**config.mk**
```make
export PLATFORM = sky130hd
export DESIGN_NAME = inst_fetch_unit
export DESIGN_NICKNAME = d
export VERILOG_FILES = /design/src/rtl/inst_fetch_unit.sv
export SDC_FILE = /design/constraint.sdc
export NUM_CORES = 1
export LEC_CHECK = 0
export BUFFER_PORTS_ARGS = -buffer_cell sky130_fd_sc_hd__buf_2
export CORE_ASPECT_RATIO = 0.75
export CORE_MARGIN = 1.5
export CORE_UTILIZATION = 45
export CTS_CLUSTER_SIZE = 25
export DETAILED_ROUTE_END_ITERATION = 6
export GPL_ROUTABILITY_DRIVEN = 1
export PLACE_DENSITY = 0.68
export SYNTH_ARGS = -nofsm -noshare
export SYNTH_HDL_FRONTEND = slang
export SYNTH_SLANG_ARGS = --single-unit
```
**constraint.sdc**
```tcl
create_clock -name clk -period 2.8 [get_ports clk]
set_clock_uncertainty 0.1 [all_clocks]
set_input_delay 0.42 -clock clk [delete_from_list [all_inputs] [get_ports clk]]
set_output_delay 0.42 -clock clk [all_outputs]
set_load 0.01 [all_outputs]
```
**src/rtl/inst_fetch_unit.sv**
```systemverilog
// rtl/inst_fetch_unit.sv - instruction fetch front end: PC, single-outstanding request FSM, {pc,inst} queue
module inst_fetch_unit #(
    parameter int                    ADDR_WIDTH   = 32,
    parameter int                    INST_WIDTH   = 32,
    parameter int                    FIFO_DEPTH   = 4,
    parameter logic [ADDR_WIDTH-1:0] RESET_VECTOR = '0
) (
    input  logic                          clk,
    input  logic                          cpu_rst,
    input  logic                          cpu_en,
    input  logic                          redirect_en,
    input  logic [ADDR_WIDTH-1:0]         redirect_addr,
    output logic                          inst_ren,
    output logic [ADDR_WIDTH-1:0]         inst_addr,
    input  logic                          inst_gnt,
    input  logic                          inst_rvalid,
    input  logic [INST_WIDTH-1:0]         inst_data,
    output logic                          out_valid,
    input  logic                          out_ready,
    output logic [INST_WIDTH-1:0]         out_inst,
    output logic [ADDR_WIDTH-1:0]         out_pc,
    output logic [ADDR_WIDTH-1:0]         fetch_pc,
    output logic [$clog2(FIFO_DEPTH):0]   fifo_count
);

    localparam int PTR_W = $clog2(FIFO_DEPTH);
    localparam int CNT_W = PTR_W + 1;
    localparam logic [CNT_W-1:0] DEPTH_C = CNT_W'(FIFO_DEPTH);

    typedef enum logic [1:0] {S_REQ, S_WAIT, S_DROP} state_t;

    state_t                 state, state_nxt;
    logic [ADDR_WIDTH-1:0]  req_pc;
    logic [ADDR_WIDTH-1:0]  q_pc   [FIFO_DEPTH];
    logic [INST_WIDTH-1:0]  q_inst [FIFO_DEPTH];
    logic [PTR_W-1:0]       wr_ptr, rd_ptr;
    logic [CNT_W-1:0]       count;

    logic redirect, grant, push, pop;

    assign redirect = redirect_en & cpu_en;
    assign grant    = inst_ren & inst_gnt;
    // A response landing in the redirect cycle belongs to the old path and is never queued.
    assign push     = (state == S_WAIT) & inst_rvalid & ~redirect;
    assign pop      = out_valid & out_ready;

    always_ff @(posedge clk) begin
        if (cpu_rst) begin
            state <= S_REQ;
        end else begin
            state <= state_nxt;
        end
    end

    always_comb begin
        state_nxt = state;
        case (state)
            S_REQ: begin
                if (grant) begin
                    state_nxt = redirect ? S_DROP : S_WAIT;
                end
            end
            S_WAIT: begin
                if (inst_rvalid) begin
                    state_nxt = S_REQ;
                end else if (redirect) begin
                    state_nxt = S_DROP;
                end
            end
            S_DROP: begin
                if (inst_rvalid) begin
                    state_nxt = S_REQ;
                end
            end
            default: state_nxt = S_REQ;
        endcase
    end

    // Requests only issue when a queue slot is free for the word they will return.
    always_comb begin
        inst_ren  = (state == S_REQ) & cpu_en & ~cpu_rst & (count < DEPTH_C);
        inst_addr = fetch_pc;
        out_valid = (count != '0) & cpu_en & ~cpu_rst;
    end

    always_ff @(posedge clk) begin
        if (cpu_rst) begin
            fetch_pc <= RESET_VECTOR;
            req_pc   <= RESET_VECTOR;
        end else begin
            if (grant) begin
                req_pc <= fetch_pc;
            end
            if (redirect) begin
                fetch_pc <= redirect_addr & ~ADDR_WIDTH'(3);
            end else if (grant) begin
                fetch_pc <= fetch_pc + ADDR_WIDTH'(4);
            end
        end
    end

    always_ff @(posedge clk) begin
        if (cpu_rst || redirect) begin
            wr_ptr <= '0;
            rd_ptr <= '0;
            count  <= '0;
        end else begin
            if (push) begin
                q_pc[wr_ptr]   <= req_pc;
                q_inst[wr_ptr] <= inst_data;
                wr_ptr         <= wr_ptr + PTR_W'(1);
            end
            if (pop) begin
                rd_ptr <= rd_ptr + PTR_W'(1);
            end
            count <= count + CNT_W'(push) - CNT_W'(pop);
        end
    end

    assign out_inst   = q_inst[rd_ptr];
    assign out_pc     = q_pc[rd_ptr];
    assign fifo_count = count;

endmodule

```
* Word level (Yosys, flattened, before mapping)
Memories as Yosys holds them, arrays and structs flattened. A register that Yosys moved wholly into a read port is not among the register bits.
Index checks and enable logic that the tools add are counted.
** Storage, ports and cells
- Register bits after elaboration :: 73
- Memories kept :: 2
- RAM bits :: 256
- Output and inout bits :: 133
- Word-level logic and storage cells :: 53
- Input port bits :: 71
** Cells by class
- Eq/ne operators :: 5
- Magnitude comparators :: 1
- Add/subtract/negate cells :: 5
- Multiplexer cells :: 15
- Bitwise operators :: 12
- Reduce and logical (&&, ||, !) cells :: 6
** Memories
- q_inst :: words 4, bits a word 32, rd ports 1, clocked after memory_dff 1, write ports 1, RTL line 35 : logic [INST_WIDTH-1:0] q_inst [FIFO_DEPTH];
- q_pc :: words 4, bits a word 32, rd ports 1, clocked after memory_dff 1, write ports 1, RTL line 34 : logic [ADDR_WIDTH-1:0] q_pc [FIFO_DEPTH];
** Operators with widths (number)
- $mux W32 :: 2
- $add A32 B3 Y32 const B :: 1
- $mux W2 :: 9
- $and A1 B1 Y1 :: 10
- $pmux W2 S3 :: 1
- $add A2 B1 Y2 const B :: 2
- $ne A2 B2 Y1 const B :: 2
- $add A3 B1 Y3 :: 1
- $lt A3 B3 Y1 const B :: 1
- $mux W1 :: 3
- $ne A3 B3 Y1 const B :: 1
- $reduce_and A3 Y1 :: 1
- $reduce_bool A3 Y1 :: 1
- $sub A3 B1 Y3 :: 1
- $eq A2 B1 Y1 const B :: 1
- $eq A2 B2 Y1 const B :: 1
- $logic_not A2 Y1 :: 1
- $not A1 Y1 :: 2
- $reduce_bool A2 Y1 :: 1
- $reduce_or A2 Y1 :: 1
- $logic_or A1 B1 Y1 :: 1

* Longest topological paths before layout
Gate-level depths: netlist (run 1).
- Word-level depth :: 7
- Gate-level depth with buffers :: 10
- Depth with buffers taken out :: 9

* Least setup slack after synthesis (run 1)
Ideal clock, no wire load.
- Path type :: input to register
- From :: in redirect_en
- To :: mem q_inst[0][0] (enable)
- Path buffers :: 0
- Setup time :: 0.427 ns
- Arrival :: 2.444 ns
- Cell stages on the path :: 4
- Data required time :: 2.273 ns
- Slack :: -0.171 ns
- Cells stage by stage :: nand2_1 > nand4b_1 > nor2_1 > and2_1
** Between the ends
- Longest elaborated chain between the ends :: 6
- Elaborated cells on any way between the ends :: 7
- Those cells by class :: mux: 3; bitwise: 3; reduce/logical: 1
** RTL lines
- start, declared :: RTL line 11 : input logic redirect_en,
- $and A1 B1 Y1 * :: RTL line 41 : assign redirect = redirect_en & cpu_en;
- $not A1 Y1 :: RTL line 44 : assign push = (state == S_WAIT) & inst_rvalid & ~redirect;
- $and A1 B1 Y1 :: RTL line 44
- $mux W1 :: RTL line 108 : if (push) begin
- $mux W1 * :: RTL line 103 : if (cpu_rst || redirect) begin
- $mux W1 (not written as such) * :: RTL line 110 : q_inst[wr_ptr] <= inst_data;
- end, declared :: RTL line 35
Mark *: on every way between the ends. The rest lies on a longest branch, timed or not.

* Final worst setup path (run 1)
- From :: reg state[1]
- To :: out inst_ren
** Between the ends
- Longest elaborated chain between the ends :: 4
** RTL lines
- start, declared :: RTL line 32 : state_t state, state_nxt;
- start signal, assigned :: RTL line 51 : state <= state_nxt;
- $logic_not A2 Y1 :: RTL line 81 : inst_ren = (state == S_REQ) & cpu_en & ~cpu_rst & (count < DEPTH_C);
- $and A1 B1 Y1 (3 in series) :: RTL line 81
- end, declared :: RTL line 13 : output logic inst_ren,
Every way passes these cells.

==> results of run 1 <==
-- cells in the mapped netlist (2+ instances only) --
| cell | instances |
|---|---|
| sky130_fd_sc_hd__and2_1 | 6 |
| sky130_fd_sc_hd__and3_1 | 3 |
| sky130_fd_sc_hd__nand2b_1 | 2 |
| sky130_fd_sc_hd__o21bai_1 | 2 |
| sky130_fd_sc_hd__buf_1 | 8 |
| sky130_fd_sc_hd__buf_6 | 2 |
| sky130_fd_sc_hd__dfxtp_1 | 71 |
| sky130_fd_sc_hd__buf_4 | 37 |
| sky130_fd_sc_hd__or3_1 | 3 |
| sky130_fd_sc_hd__a311oi_1 | 2 |
| sky130_fd_sc_hd__ha_1 | 7 |
| sky130_fd_sc_hd__clkbuf_1 | 28 |
| sky130_fd_sc_hd__or4_1 | 3 |
| sky130_fd_sc_hd__a31oi_1 | 2 |
| sky130_fd_sc_hd__nand3_1 | 11 |
| sky130_fd_sc_hd__nor2b_1 | 2 |
| sky130_fd_sc_hd__xnor2_1 | 25 |
| sky130_fd_sc_hd__edfxtp_1 | 248 |
| sky130_fd_sc_hd__nor4_2 | 2 |
| sky130_fd_sc_hd__a211oi_1 | 23 |
| sky130_fd_sc_hd__xor2_1 | 6 |
| sky130_fd_sc_hd__nand4_1 | 9 |
| sky130_fd_sc_hd__nor4_1 | 7 |
| sky130_fd_sc_hd__o21ai_0 | 4 |
| sky130_fd_sc_hd__nor3_1 | 4 |
| sky130_fd_sc_hd__nand2_1 | 77 |
| sky130_fd_sc_hd__nor2_1 | 41 |
| sky130_fd_sc_hd__a21oi_1 | 31 |
| sky130_fd_sc_hd__mux4_2 | 62 |
| sky130_fd_sc_hd__inv_1 | 12 |
-- kinds of logic after synthesis --
family / share of synthesized area
other: 0.0003004
buffers and inverters: 0.03848
multiplexers: 0.1126
AND/OR/NAND/NOR: 0.07266
adder cells (fa/ha/maj): 0.008619
AO/OA/AOI/OAI: 0.03518
XOR/XNOR: 0.02175
flip-flops: 0.7104
-- path summary, 6_finish.rpt --
path / to / slack [ns] / depth (start not counted)
hold / removal: fetch_pc[24]$_SDFFE_PP0P_ / 0.06 / 3
setup / recovery: inst_ren / 0.17 / 4
setup reg to reg: fetch_pc[17]$_SDFFE_PP0P_ / 0.35 / 5
hold reg to reg: req_pc[24]$_SDFFE_PP0P_ / 0.40 / 2
-- power by group through the flow --
stage,clock network (W),registers [W],logic (W)
after floorplan,0,0.00528,0.000189
after global placement,0,0.00528,0.000352
after detailed placement,0,0.00528,0.000356
after CTS,0.00414,0.00517,0.000395
after global routing,0.00432,0.00518,0.000427
final,0.00404,0.00518,0.000392
-- layer usage --
layer  wire, um  track usage
met5          0            0
met4        302      0.03178
met3       1706      0.03834
met2      12310       0.2925
met1      12280       0.2726
-- worst max-delay path, stage by stage (launching register included) --
cell	delay (ns)
sky130_fd_sc_hd__dfxtp_1	0.34
sky130_fd_sc_hd__or4b_4	0.59
sky130_fd_sc_hd__or2_0	0.34
sky130_fd_sc_hd__inv_1	0.14
sky130_fd_sc_hd__buf_2	0.15
-- metrics by stage --
| stage | std cells | power [W] | utilization | hold slack, ns |
|---|---|---|---|---|
| after global placement | 1270 | 0.005627 | 0.5114 | 0.3838 |
| after detailed placement | 1270 | 0.005633 | 0.5114 | 0.3925 |
| final | 1360 | 0.009610 | 0.5604 | 0.06002 |
| after CTS | 1360 | 0.009712 | 0.5604 | 0.03792 |
| after global routing | 1360 | 0.009932 | 0.5604 | 0.04776 |
| after floorplan | 765 | 0.005469 | - | 0.3600 |
-- flip-flops by register name, summed over array words and instances (netlist names), named ones only --
register    cells
fetch_pc       30
fifo_count      3
q_inst        128
q_pc          120
rd_ptr          2
req_pc         30
state           2
wr_ptr          2
-- area by class of cell --
class | instances | area [um2]
flip-flops and latches | 319 | 8876
clock inverters | 10 | 126.4
repair buffers | 263 | 1684
multi-input cells | 359 | 3172
fillers | 2199 | 11930
well taps | 351 | 439.2
clock buffers | 46 | 862.1
inverters | 12 | 45.04
-- repair_timing --
action,4_1_cts,5_1_grt
hold buffers,34,0
setup buffers,0,0
hold endpoints to repair,130,0
==> key figures, run 1 <==
Timing
  • Max-Slew Margin vs Limit: 0.5438
  • Measured slew at the worst slew-check pin: 0.6843 ns
  • Max-slew violation count: 0
  • Fin crit share: 0.9378
  • Final Hold Vio Count: 0
  • Final critical-path setup slack: 0.1741 ns
  • Minimum clock period: 2.626 ns
  • Setup repair after global routing missed its margin: false
  • Final setup TNS: 0 ns
  • Final setup vio count: 0
  • Highest clock rate: 380.8 MHz

Floorplan
  • Die Span X: 195.3 um
  • Rows: 52
  • Die height: 147.3 um
  • Die outline area: 28760 um2
  • Number of I/O pins: 204
  • Total core area: 27130 um2
  • Starting density of the core: 0.4602

Yosys
  • YS warnings: 0
  • Proportion of netlist area held by the largest area contributor: 0.5965
  • Dominant cells by area after synthesis: sky130_fd_sc_hd__edfxtp_1 60%, sky130_fd_sc_hd__dfxtp_1 11%, sky130_fd_sc_hd__mux4_2 11%
  • Mapped Cells: 760
  • Post-synthesis instance area: 12480 um2
  • Per-instance average area after synthesis: 16.43 um2
  • Cell type with the largest total area after synthesis: sky130_fd_sc_hd__edfxtp_1
  • Synth unique cells: 50
  • Synth async-reset ratio: 0
  • Number of flops mapped to enable cells by yosys: 248
  • Proportion of synthesized chip area in sequential cells: 0.7104
  • Flops & latches, synth: 319
  • Primary flip-flop cell chosen by synthesis mapping: sky130_fd_sc_hd__edfxtp_1

Pwr
  • Switching power total: 0.001929 W
  • Total power density per cell area: 632.1 nW/um2
  • Clock share of power: 0.421
  • Peak supply drop: 0.4447 mV
  • Switching power share of the total: 0.2007
  • Share of power burned in combinational logic: 0.041
  • Static power due to leakage: 5.249 nW
  • Sequential share of power: 0.539
  • Internal Power: 0.007681 W

Final layout
  • Most frequent cells in the layout: 248 x sky130_fd_sc_hd__edfxtp_1, 195 x sky130_fd_sc_hd__buf_2, 76 x sky130_fd_sc_hd__nand2_1, 69 x sky130_fd_sc_hd__dfxtp_1, 62 x sky130_fd_sc_hd__mux4_2
  • Number of nets in the layout: 1064
  • Most common cell after layout, fill and taps aside: sky130_fd_sc_hd__edfxtp_1
  • Final design instance area without fill: 15200 um2
  • Share of post-route cells with drive strength above 1: 0.3479
  • Diodes inserted: 0
  • Area growth from synthesis to layout: 21.79%

Route
  • Via density per instance: 5.260
  • Overall routed net length: 26600 um
  • Routed len/inst: 19.56 um
  • Pre-antenna DRT Iters: 4
  • Via total after detailed routing: 7154
  • Final routed DRC violation total: 0
  • Number of violations reported at the end of detailed-routing iteration 0: 518
  • Final antenna-violating net count: 0

Clock tree
  • Clock slew at reported path FFs: 0.06 ns
  • Clk Latency, worst-skew pair: 0.54 ns
  • Level count of the clock H-tree: 1
  • Maximum root-to-sink buffer count: 3
  • TritonCTS Buffers: 30
  • Clock root buffer master: sky130_fd_sc_hd__clkbuf_16
  • TritonCTS clock tree: yes
  • Clock Sinks: 319
  • Number of cells upsized or downsized after cts: 0

Critical path
  • Startpoint of the lowest-slack register-to-register path: state[1]$_SDFFE_PP0P_
  • Start point of the critical path: state[1]$_SDFFE_PP0P_
  • Data required time at the worst endpoint: 2.28 ns
  • Largest driver fanout on the critical path: 6
  • WS Path Type: reg2out
  • Arrival time worst endpoint: 2.11 ns
  • Crit path capture type: output port
  • Worst Setup Start Kind: register

Placement
  • Count of buffers inserted at the top-level ports: 195
  • Weighted congestion at the end of routability-driven global placement: 0.8027
  • Placed standard-cell area: 13880 um2
  • Half-perimeter wire length after detailed placement: 17080 um
  • Worst slack at placement: 0.2210 ns

GRT
  • Vias in the first global route: 6981
  • Antenna violations before repair: 0
  • Global routing usage summed across all routing layers: 0.1859
  • Grt ovf: 0
  • Pin count of the biggest net entering global routing: 62
  • Global-route wire length before repair: 41080 um

Worst hold path
  • Worst hold path type: in2reg
  • Worst min-delay path startpoint: redirect_addr[24]

Run
  • Total of max-cap violations: 0

Outcome
  • Status: complete, no violations
Power figures use the tool's default switching activity.
==> run 2: changes to the inputs <==
Settings changed: PLACE_DENSITY 0.68 to 0.66, SLEW_MARGIN from default to 20.
Clock period 2.8 ns to 2.85 ns, I/O delays scaled along.
==> key figures, run 2 (synthesized netlist as in run 1, its figures left out) <==
Placement
  • Placed standard-cell area: 13850 um2 (was 13880 um2)
  • Count of buffers inserted at the top-level ports: 195 (unchanged)
  • Half-perimeter wire length after detailed placement: 17540 um (was 17080 um)
  • Weighted congestion at the end of routability-driven global placement: 0.7988 (was 0.8027)
  • Worst slack at placement: 0.2766 ns (was 0.2210 ns)

Clock tree
  • Clk Latency, worst-skew pair: 0.56 ns (was 0.54 ns)
  • Maximum root-to-sink buffer count: 3 (unchanged)
  • Clock root buffer master: sky130_fd_sc_hd__clkbuf_16 (unchanged)
  • Clock Sinks: 319 (unchanged)
  • Hold-fix buffer count after cts: 34 (unchanged)
  • TritonCTS clock tree: yes (unchanged)
  • Clock slew at reported path FFs: 0.07 ns (was 0.06 ns)
  • Level count of the clock H-tree: 1 (unchanged)
  • TritonCTS Buffers: 30 (unchanged)
  • Buffers inserted during post-CTS setup optimization: 0 (unchanged)
  • Number of cells upsized or downsized after cts: 0 (unchanged)

Floorplan
  • Rows: 52 (unchanged)
  • Die outline area: 28760 um2 (unchanged)
  • Die height: 147.3 um (unchanged)
  • Starting density of the core: 0.4602 (unchanged)
  • Die Span X: 195.3 um (unchanged)
  • Number of I/O pins: 204 (unchanged)
  • Total core area: 27130 um2 (unchanged)

Timing
  • Minimum clock period: 2.693 ns
  • Final Hold Vio Count: 0 (unchanged)
  • Fin crit share: 0.9449
  • Max-Slew Margin vs Limit: 0.5828 (was 0.5438)
  • Max-slew violation count: 0 (unchanged)
  • Highest clock rate: 371.3 MHz
  • Measured slew at the worst slew-check pin: 0.6201 ns (was 0.6843 ns)
  • Setup repair after global routing missed its margin: false (unchanged)
  • Final setup vio count: 0 (unchanged)
  • Final setup TNS: 0 ns (unchanged)
  • Final critical-path setup slack: 0.1570 ns (was 0.1741 ns)

Route
  • Via total after detailed routing: 7119 (was 7154)
  • Final antenna-violating net count: 0 (unchanged)
  • Pre-antenna DRT Iters: 5 (was 4)
  • Routed len/inst: 20.01 um (was 19.56 um)
  • Final routed DRC violation total: 0 (unchanged)
  • Via density per instance: 5.262 (was 5.260)
  • Number of violations reported at the end of detailed-routing iteration 0: 432 (was 518)
  • Overall routed net length: 27070 um (was 26600 um)

Final layout
  • Flip-flop count of the largest register, all copies and words added: 128 (unchanged)
  • Diodes inserted: 0 (unchanged)
  • Most common cell after layout, fill and taps aside: sky130_fd_sc_hd__edfxtp_1 (unchanged)
  • Most frequent cells in the layout: 248 x sky130_fd_sc_hd__edfxtp_1, 195 x sky130_fd_sc_hd__buf_2, 76 x sky130_fd_sc_hd__nand2_1, 69 x sky130_fd_sc_hd__dfxtp_1, 62 x sky130_fd_sc_hd__mux4_2 (unchanged)
  • Area growth from synthesis to layout: 21.38% (was 21.79%)
  • Largest registers: q_inst (128), q_pc (120) (unchanged)
  • Top register by number of flip-flops: q_inst (unchanged)
  • Share of post-route cells with drive strength above 1: 0.3433 (was 0.3479)
  • Count of filler cells inserted in the layout: 2180 (was 2199)
  • Final design instance area without fill: 15150 um2 (was 15200 um2)
  • Number of nets in the layout: 1057 (was 1064)

GRT
  • Vias in the first global route: 7126 (was 6981)
  • Global routing usage summed across all routing layers: 0.1883 (was 0.1859)
  • Global-route wire length before repair: 41560 um (was 41080 um)
  • Antenna violations before repair: 0 (unchanged)
  • Grt ovf: 0 (unchanged)
  • Pin count of the biggest net entering global routing: 60 (was 62)

Pwr
  • Total power density per cell area: 615.1 nW/um2 (was 632.1 nW/um2)
  • Static power due to leakage: 5.209 nW (was 5.249 nW)
  • Peak supply drop: 0.4918 mV (was 0.4447 mV)

Run
  • Total of max-cap violations: 0 (unchanged)

Critical path
  • Largest driver fanout on the critical path: 6 (unchanged)
  • Data required time at the worst endpoint: 2.32 ns (was 2.28 ns)
  • Crit path capture type: output port (unchanged)
  • Worst Setup Start Kind: register (unchanged)
  • WS Path Type: reg2out (unchanged)
  • Arrival time worst endpoint: 2.17 ns (was 2.11 ns)

Worst hold path
  • Worst hold path type: in2reg (unchanged)

Outcome
  • Status: complete, no violations (unchanged)
## run 2: metal layers
metal | track usage | share of wire | wire, um
met1 | 0.2739 | 0.45 | 12190
met2 | 0.2913 | 0.46 | 12510
met3 | 0.04316 | 0.069 | 1866
met4 | 0.04186 | 0.018 | 499
met5 | 0 | 0 | 0
## run 2: final timing paths
| check | start | cells past startpoint | to | slack [ns] |
|---|---|---|---|---|
| min | redirect_addr[24] | 3 | fetch_pc[24]$_SDFFE_PP0P_ | 0.06 |
| max | state[1]$_SDFFE_PP0P_ | 4 | inst_ren | 0.16 |
| max reg2reg | fetch_pc[14]$_SDFFE_PP0P_ | 5 | fetch_pc[29]$_SDFFE_PP0P_ | 0.40 |
| min reg2reg | req_pc[22]$_SDFFE_PP0P_ | 2 | req_pc[22]$_SDFFE_PP0P_ | 0.40 |
## run 2: worst max-delay path, cell delays in order, from the launching register on
cell	delay, ns
sky130_fd_sc_hd__dfxtp_1	0.34
sky130_fd_sc_hd__or4b_4	0.59
sky130_fd_sc_hd__or2_0	0.35
sky130_fd_sc_hd__inv_1	0.17
sky130_fd_sc_hd__buf_2	0.15
## run 2: through the flow
stage / util / hold slack (ns) / instances / power [W]
6_report: 0.5585 / 0.05549 / 1353 / 0.009321
5_1_grt: 0.5585 / 0.05235 / 1353 / 0.009613
4_1_cts: 0.5585 / 0.03211 / 1353 / 0.009398
3_5_place_dp: 0.5104 / 0.3904 / 1263 / 0.005528
3_3_place_gp: 0.5104 / 0.3838 / 1263 / 0.005524
2_1_floorplan: - / 0.3600 / 765 / 0.005373
## run 2: layout make-up
class                      count  area [um2]  share of cell area
inverter                      12       45.04            0.002973
multi-input combinational    359        3172              0.2093
timing repair buffer         256        1657              0.1093
tap                          351       439.2             0.02898
clock inverter                 7       40.04            0.002642
sequential                   319        8876              0.5857
clock buffer                  49       924.6             0.06102
## run 2: power by group
group          total [W]  internal (W)  switching, W
clock            0.00386       0.00221       0.00165
sequential       0.00509       0.00502     0.0000696
combinational   0.000371      0.000168      0.000203
total            0.00932       0.00740       0.00192
==> run 3: changes to the inputs <==
Settings changed: MAX_ROUTING_LAYER from default to met4.
==> key figures, run 3 (synthesized netlist as in run 1, its figures left out) <==
GRT
  • Global routing usage summed across all routing layers: 0.1942 (was 0.1883)
  • Antenna violations before repair: 0 (unchanged)
  • Global-route wire length before repair: 41520 um (was 41560 um)
  • Pin count of the biggest net entering global routing: 60 (unchanged)
  • Grt ovf: 0 (unchanged)
  • Vias in the first global route: 7122 (was 7126)

Pwr
  • Switching power share of the total: 0.2055 (was 0.2059)
  • Sequential share of power: 0.547 (about the same)
  • Clock share of power: 0.413 (was 0.414)
  • Peak supply drop: 0.4909 mV (was 0.4918 mV)
  • Total power density per cell area: 614.8 nW/um2 (was 615.1 nW/um2)
  • Share of power burned in combinational logic: 0.040 (about the same)
  • Switching power total: 0.001914 W (was 0.001919 W)
  • Internal Power: 0.007402 W (about the same)
  • Static power due to leakage: 5.209 nW (unchanged)

Worst hold path
  • Worst min-delay path startpoint: redirect_addr[24] (unchanged)
  • Worst hold path type: in2reg (unchanged)

Critical path
  • Start point of the critical path: state[1]$_SDFFE_PP0P_ (unchanged)
  • WS Path Type: reg2out (unchanged)
  • Worst Setup Start Kind: register (unchanged)
  • Largest driver fanout on the critical path: 6 (unchanged)
  • Crit path capture type: output port (unchanged)
  • Startpoint of the lowest-slack register-to-register path: fetch_pc[14]$_SDFFE_PP0P_ (unchanged)
  • Data required time at the worst endpoint: 2.32 ns (about the same)
  • Arrival time worst endpoint: 2.16 ns (was 2.17 ns)

Placement
  • Count of buffers inserted at the top-level ports: 195 (unchanged)
  • Placed standard-cell area: 13850 um2 (unchanged)
  • Weighted congestion at the end of routability-driven global placement: 0.8102 (was 0.7988)
  • Number of placed cells counting well taps: 1263 (unchanged)
  • Half-perimeter wire length after detailed placement: 17540 um (unchanged)

Timing
  • Fin crit share: 0.9429 (was 0.9449)
  • Setup repair after global routing missed its margin: false (unchanged)
  • Final setup vio count: 0 (unchanged)
  • Minimum clock period: 2.687 ns (was 2.693 ns)
  • Measured slew at the worst slew-check pin: 0.6233 ns (was 0.6201 ns)
  • Max-slew violation count: 0 (unchanged)
  • WHS: 0.05850 ns (was 0.05549 ns)
  • Max-Slew Margin vs Limit: 0.5807 (was 0.5828)
  • Highest clock rate: 372.1 MHz (was 371.3 MHz)
  • Final Hold Vio Count: 0 (unchanged)
  • Final setup TNS: 0 ns (unchanged)

Route
  • Routed len/inst: 19.91 um (was 20.01 um)
  • Via density per instance: 5.262 (unchanged)
  • Overall routed net length: 26930 um (was 27070 um)
  • Pre-antenna DRT Iters: 5 (unchanged)
  • Final routed DRC violation total: 0 (unchanged)
  • Number of violations reported at the end of detailed-routing iteration 0: 445 (was 432)
  • Final antenna-violating net count: 0 (unchanged)
  • Via total after detailed routing: 7119 (unchanged)

Floorplan
  • Total core area: 27130 um2 (unchanged)
  • Starting density of the core: 0.4602 (unchanged)
  • Die height: 147.3 um (unchanged)
  • Die Span X: 195.3 um (unchanged)
  • Die outline area: 28760 um2 (unchanged)
  • Rows: 52 (unchanged)
  • Number of I/O pins: 204 (unchanged)

Final layout
  • Most common cell after layout, fill and taps aside: sky130_fd_sc_hd__edfxtp_1 (unchanged)
  • Top register by number of flip-flops: q_inst (unchanged)
  • Number of non-filler instances in the completed layout: 1353 (unchanged)
  • Number of nets in the layout: 1057 (unchanged)
  • Util after Layout: 0.5585 (unchanged)
  • Count of filler cells inserted in the layout: 2180 (unchanged)
  • Most frequent cells in the layout: 248 x sky130_fd_sc_hd__edfxtp_1, 195 x sky130_fd_sc_hd__buf_2, 76 x sky130_fd_sc_hd__nand2_1, 69 x sky130_fd_sc_hd__dfxtp_1, 62 x sky130_fd_sc_hd__mux4_2 (unchanged)
  • Final design instance area without fill: 15150 um2 (unchanged)
  • Flip-flop count of the largest register, all copies and words added: 128 (unchanged)
  • Diodes inserted: 0 (unchanged)
  • Area growth from synthesis to layout: 21.38% (unchanged)
  • Largest registers: q_inst (128), q_pc (120) (unchanged)
  • Area occupied by registers: 8876 um2 (unchanged)
  • Share of post-route cells with drive strength above 1: 0.3433 (unchanged)
  • Multi-input combinational cell area: 3172 um2 (unchanged)

Clock tree
  • Clk Latency, worst-skew pair: 0.56 ns (about the same)
  • Maximum root-to-sink buffer count: 3 (unchanged)
  • Clock root buffer master: sky130_fd_sc_hd__clkbuf_16 (unchanged)
  • TritonCTS clock tree: yes (unchanged)
  • Level count of the clock H-tree: 1 (unchanged)
  • Clock Sinks: 319 (unchanged)
  • Clock slew at reported path FFs: 0.06 ns (was 0.07 ns)
  • TritonCTS Buffers: 30 (unchanged)

Run
  • Total of max-cap violations: 0 (unchanged)

Outcome
  • Status: complete, no violations (unchanged)
[run 3: cell counts in the layout (fill, tap and decap cells not counted)]
Identical to the previous run, type by type.
[run 3: metrics by stage]
step                      setup slack, ns  total power (W)
after CTS                         0.07912         0.009398
after floorplan                    0.3747         0.005373
after global routing              0.01425         0.009613
after global placement             0.2961         0.005524
after detailed placement           0.2766         0.005528
final                              0.1627         0.009316
[run 3: power groups by stage]
stage / Combinational [W] / Sequential, W / Clock, W
2_1_floorplan: 0.000186 / 0.00519 / 0
3_3_place_gp: 0.000332 / 0.00519 / 0
3_5_place_dp: 0.000335 / 0.00519 / 0
4_1_cts: 0.000373 / 0.00509 / 0.00393
5_1_grt: 0.000404 / 0.00510 / 0.00411
6_report: 0.000370 / 0.00509 / 0.00385
[run 3: final timing paths]
kind / cells after the start / endpoint / slack [ns]
min reg2reg: 2 / req_pc[22]$_SDFFE_PP0P_ / 0.40
max: 4 / inst_ren / 0.16
max reg2reg: 5 / fetch_pc[29]$_SDFFE_PP0P_ / 0.38
min: 3 / fetch_pc[24]$_SDFFE_PP0P_ / 0.06
[run 3: timing repair]
item | in CTS | in global routing
hold endpoints to repair | 130 | 0
hold buffers | 34 | 0
resized for setup | 0 | 0
setup buffers | 0 | 0
[run 3: routing by layer]
layer | part of all wire | global-route usage
met2 | 0.46 | 0.2921
met4 | 0.018 | 0.04186
met1 | 0.46 | 0.2733
met5 | 0 | -
met3 | 0.059 | 0.04270
[run 3: final cells by class]
type / instances / area share
clock inverters: 7 / 0.002642
clock buffers: 49 / 0.06102
repair buffers: 256 / 0.1093
well taps: 351 / 0.02898
multi-input cells: 359 / 0.2093
inverters: 12 / 0.002973
flip-flops and latches: 319 / 0.5857
[run 3: worst max-delay path, cell delays in order (launching register included)]
cell and delay (ns):
sky130_fd_sc_hd__dfxtp_1 0.34, sky130_fd_sc_hd__or4b_4 0.59, sky130_fd_sc_hd__or2_0 0.35, sky130_fd_sc_hd__inv_1 0.17
sky130_fd_sc_hd__buf_2 0.15
